File: src/rtl/dma_engineer.sv
// dma_engineer: weight-fetch DMA responder issuing in-order beat reads and streaming returned beats
module dma_engineer #(
  parameter int ADDR_W  = 27,
  parameter int DATA_W  = 512,
  parameter int MAX_OUT = 16
) (
  input  logic              clk,
  input  logic              rst,
  input  logic              dma_engineer_req,
  output logic              dma_engineer_ack,
  input  logic [ADDR_W-1:0] dma_engineer_start_addr,
  input  logic [ADDR_W-1:0] dma_engineer_length,
  output logic [DATA_W-1:0] dma_engineer_dout,
  output logic              dma_engineer_dout_en,
  output logic              dma_engineer_dout_eop,
  output logic              mem_rd_en,
  output logic [ADDR_W-1:0] mem_rd_addr,
  input  logic              mem_rd_rdy,
  input  logic              mem_rd_data_valid,
  input  logic [DATA_W-1:0] mem_rd_data,
  output logic              busy,
  output logic              err_zero_len
);
  localparam int CW = ADDR_W + 1;
  typedef enum logic [1:0] {IDLE, ISSUE, DRAIN} state_t;
  state_t state_q, state_d;
  logic [ADDR_W-1:0] cur_addr_q, cur_addr_d;
  logic [CW-1:0] len_q, len_d, issued_q, issued_d, returned_q, returned_d, outstanding;
  logic ack_q, ack_d, err_q, err_d, dout_en_q, dout_en_d, eop_q, eop_d;
  logic [DATA_W-1:0] dout_q, dout_d;
  logic take, accept, ret;
  assign outstanding = issued_q - returned_q;
  assign take = state_q == IDLE && dma_engineer_req && !ack_q;
  assign mem_rd_en = state_q == ISSUE && issued_q < len_q && outstanding < CW'(MAX_OUT);
  assign accept = mem_rd_en && mem_rd_rdy;
  assign ret = mem_rd_data_valid && state_q != IDLE && returned_q < issued_q;
  assign mem_rd_addr = cur_addr_q;
  assign dma_engineer_ack = ack_q;
  assign err_zero_len = err_q;
  assign dma_engineer_dout = dout_q;
  assign dma_engineer_dout_en = dout_en_q;
  assign dma_engineer_dout_eop = eop_q;
  assign busy = state_q != IDLE || eop_q;
  // next state: accept a request, count issued/returned beats, flag the last beat
  always_comb begin
    state_d = state_q;
    cur_addr_d = cur_addr_q;
    len_d = len_q;
    issued_d = issued_q;
    returned_d = ret ? returned_q + 1'b1 : returned_q;
    ack_d = take;
    err_d = take && dma_engineer_length == '0;
    dout_en_d = ret;
    eop_d = ret && returned_q == len_q - 1'b1;
    dout_d = ret ? mem_rd_data : dout_q;
    if (take) begin
      cur_addr_d = dma_engineer_start_addr;
      len_d = {1'b0, dma_engineer_length};
      issued_d = '0;
      returned_d = '0;
      state_d = dma_engineer_length == '0 ? IDLE : ISSUE;
    end
    if (accept) begin
      cur_addr_d = cur_addr_q + 1'b1;
      issued_d = issued_q + 1'b1;
      state_d = issued_d == len_q ? DRAIN : ISSUE;
    end
    if (state_q == DRAIN && eop_d) state_d = IDLE;
  end
  // state and datapath registers
  always_ff @(posedge clk) begin
    if (rst) begin
      state_q <= IDLE;
      cur_addr_q <= '0;
      len_q <= '0;
      issued_q <= '0;
      returned_q <= '0;
      ack_q <= 1'b0;
      err_q <= 1'b0;
      dout_en_q <= 1'b0;
      eop_q <= 1'b0;
      dout_q <= '0;
    end else begin
      state_q <= state_d;
      cur_addr_q <= cur_addr_d;
      len_q <= len_d;
      issued_q <= issued_d;
      returned_q <= returned_d;
      ack_q <= ack_d;
      err_q <= err_d;
      dout_en_q <= dout_en_d;
      eop_q <= eop_d;
      dout_q <= dout_d;
    end
  end
endmodule

File: config.mk
export PLATFORM = sky130hd
export DESIGN_NAME = dma_engineer
export DESIGN_NICKNAME = d
export VERILOG_FILES = /design/src/rtl/dma_engineer.sv
export SDC_FILE = /design/constraint.sdc
export NUM_CORES = 1
export LEC_CHECK = 0
export BUFFER_PORTS_ARGS = -buffer_cell sky130_fd_sc_hd__buf_2
export CORE_AREA = 2 2 435 437
export CTS_CLUSTER_DIAMETER = 50
export DETAILED_ROUTE_END_ITERATION = 8
export DIE_AREA = 0 0 437 439
export PLACE_DENSITY_LB_ADDON = 0.2
export REMOVE_ABC_BUFFERS = 1
export SETUP_SLACK_MARGIN = 0.05
export SLEW_MARGIN = 20
export SYNTH_ARGS = -nofsm -noshare
export SYNTH_HDL_FRONTEND = slang
export SYNTH_SLANG_ARGS = --single-unit
File: constraint.sdc
create_clock -name clk -period 8.35 [get_ports clk]
set_clock_uncertainty 0.2 [all_clocks]
set_input_delay 1.2525 -clock clk [delete_from_list [all_inputs] [get_ports clk]]
set_output_delay 1.2525 -clock clk [all_outputs]
set_load 0.05 [all_outputs]
==> results.ini <==
[floorplanning]
die_w_um = 437
die_y_um = 439
start_util_pct = 14.7
dieArea_sq_um = 192000
rows = 159
pin_count = 1116
core_sq_um = 187000

[global_route]
grt_pass1_vias = 28900
grt_usage_pct = 17.6
antenna_found_initial = 99
grt_max_degree = 212
grt_pass1_wl_mm = 240
grt-ovfl-total = 0

[placement]
hpwl_mm = 140
gp_congestion = 0.879
port_buffers = 1115
dp_cells = 6978

[hold_path]
hold_path.class = reg -> reg
hold_path_depth = 2

[sta]
setup_violations = 0
slew_violations = 0
worst_slew_pin_slew_ps = 1310
max_freq_ghz = 0.157
hold_viol = 0
slew_headroom_pct = 12.5
grt_setup_unrepaired = false
layout_min_cycle_time_ps = 6370
timing.hold.ws_ps = 250
period_share_pct = 76.3
setup_tns_ps = 0

[power_and_ir_drop]
p_per_area_nw_per_um2 = 228
p_leak_nw = 16.4
peakVddDrop_mv = 0.178

[synthesis]
synth_compound_area_share_pct = 17.1
netlist_top_cells_area = dfxtp_1, nand2_1, a21oi_1, clkbuf_1, ha_1
synthMuxAreaShare_pct = 0.405
synth.largest_area_cell = dfxtp_1
synth_edf_count = 0
ys_types = 68
synth-xor-area-share_pct = 3.38
async_reset_ff_share_pct = 0
seq_area_frac_synth_pct = 45.8
ys_ff_latch = 628
synth_area_sq_um = 27500
avgSynthCellArea_sq_um = 7.61
yosysTopAreaCellShare_pct = 45.8
synth_top_family_by_area = simple AND/OR/NAND/NOR gates
synth-main-ff-cell = dfxtp_1
ys_warn_count = 0
synthSimpleGateAreaFrac_pct = 26.1
synthAdderAreaFrac_pct = 2.69
synthesis.instances = 3611

[worst_setup_path]
cp.arrival_ps = 4920
crit_fanout = 9
critPathRequiredTime_ps = 6900
start_kind = register
endpoint_kind = output port
crit_type = reg -> out
reg2reg_slack_ps = 2340
reg2regPathDepth = 14

[clock_network]
cts_made_buffers = 117
path_clk_slew_ps = 60
cts_hold_buf = 0
clock_path_buffers = 3
clock-root-buffer = clkbuf_16
cts_num_sinks = 628
ctsResizeCount = 0
clk_latency_ps = 750
cts_setup_buffers = 0
cts_tree = done
h-tree-depth = 3

[cells_and_area]
areaGrowthSynthToFinish_pct = 44.6
drive_gt1_share_pct = 29.1
nNetsFinal = 5232
instances_no_fill = 7212
num-fill-cells = 21300

[status]
run_status = finished clean

[drt]
num_vias = 30000
ant_nets = 0
routed_wl_mm = 178
first_pass_iters = 5
viasPerCell = 4.16
remaining_drc_errors = 0
routed.top_layer = met5
met2_length_mm = 87.6
drt-met1-wl_mm = 72.2
wl_met3_mm = 11.2
post_drt_wl_per_cell_um = 24.7
drt_iter0_markers = 1919

[run]
drv_cap = 0

-- cells in the mapped netlist (3+ instances only) --
master,number
xor2_1,31
nor3_1,41
and4b_1,3
a21oi_1,622
a31oi_1,8
nor2b_1,11
and2_1,13
o21a_1,11
and4_1,8
ha_1,59
nor4b_1,12
o31ai_1,4
a21o_1,36
nand2b_1,5
nand3b_1,24
a211oi_1,15
buf_1,11
o211a_1,3
a22oi_1,25
xnor2_1,75
mux2i_1,10
nor4_1,39
or4_1,10
o221ai_1,3
a21boi_0,4
nand4b_1,27
o22ai_1,3
a41oi_1,4
o21ai_0,43
nand4_1,47
dfxtp_1,628
o211ai_1,29
a31o_2,3
nand2_1,1178
clkbuf_1,250
or2_2,5
buf_2,5
and3_1,21
nand3_1,53
or3_1,29
inv_1,67
nor3b_1,7
nor2_1,87
or4b_1,10
-- layout make-up --
class / instances / area [sq um] / area share (%)
Multi-Input combinational cell: 2649 / 13700 / 34.5
Sequential cell: 628 / 12600 / 31.7
Timing Repair Buffer: 1139 / 5880 / 14.8
Clock buffer: 153 / 3320 / 8.35
Tap cell: 2495 / 3120 / 7.86
Clock inverter: 63 / 843 / 2.12
Inverter: 67 / 251 / 0.633
Antenna cell: 18 / 45.0 / 0.113
-- critical path, stage by stage, from the launching register on --
cell	delay [ps]
dfxtp_1	400
inv_1	90
ha_1	430
a21oi_1	390
o21ai_0	290
a222oi_1	400
o2111ai_1	150
nor4_1	410
nand2_1	80
or4_1	490
or3_1	350
nor4_1	340
buf_2	390
-- cells in the final DEF (no fill, tap or decap), types with 24 or more instances in the layout --
| cell type | count |
|---|---|
| nand2_1 | 1178 |
| buf_2 | 1114 |
| dfxtp_1 | 628 |
| a21oi_1 | 621 |
| clkbuf_16 | 119 |
| nor2_1 | 85 |
| xnor2_1 | 75 |
| inv_1 | 67 |
| ha_1 | 59 |
| nand3_1 | 53 |
| nand4_1 | 47 |
| o21ai_0 | 43 |
| nor3_1 | 40 |
| nor4_1 | 37 |
| a21o_1 | 35 |
| xor2_1 | 31 |
| o211ai_1 | 29 |
| or3_1 | 28 |
| nand4b_1 | 27 |
| a22oi_1 | 25 |
| nand3b_1 | 24 |
-- report_power, final --
group / internal [mW] / total [mW] / switching, mW / leakage (nW)
logic: 0.255 / 0.872 / 0.618 / 9.29
clock network: 3.26 / 5.08 / 1.83 / 2.01
registers: 3.06 / 3.11 / 0.0579 / 5.07
total: 6.57 / 9.07 / 2.50 / 16.4
-- through the flow --
| stage | power [mW] | cell area [sq um] | setup WS, ps | util [%] |
|---|---|---|---|---|
| floorplan | 3.63 | 26500 | -12920 | - |
| global placement | 4.05 | 35500 | 2380 | 19.0 |
| detailed placement | 4.05 | 35500 | 2390 | 19.0 |
| CTS | 9.22 | 39700 | 1890 | 21.2 |
| global route | 9.40 | 39700 | 1610 | 21.2 |
| finish | 9.07 | 39700 | 1980 | 21.2 |
-- sequential cells by signal (all words and copies together), names as in the netlist --
signal                 cells
dma_engineer_dout_eop      1
issued_q                  28
dma_engineer_ack           1
returned_q                28
dma_engineer_dout_en       1
len_q                     27
err_zero_len               1
mem_rd_addr               27
state_q                    2
dma_engineer_dout        512
-- worst paths after layout --
path	start	end
setup / recovery	returned_q[19]	mem_rd_en
hold / removal	dma_engineer_dout[147]	dma_engineer_dout[147]
setup reg to reg	returned_q[9]	mem_rd_addr[8]
hold reg to reg	dma_engineer_dout[147]	dma_engineer_dout[147]
-- layer usage --
layer,global-route usage [%],vias up
li1,-,14300
met1,21.1,14300
met2,30.4,1044
met3,4.31,336
met4,6.41,30
met5,0,-
-- kinds of logic after synthesis --
kind of cell	Yosys count
AND/OR/NAND/NOR	1634
flip-flops	628
AO/OA/AOI/OAI	839
buffers and inverters	334
adder cells (fa/ha/maj)	59
multiplexers	11
XOR/XNOR	106
Note: power is estimated with default switching activity, not from simulation.
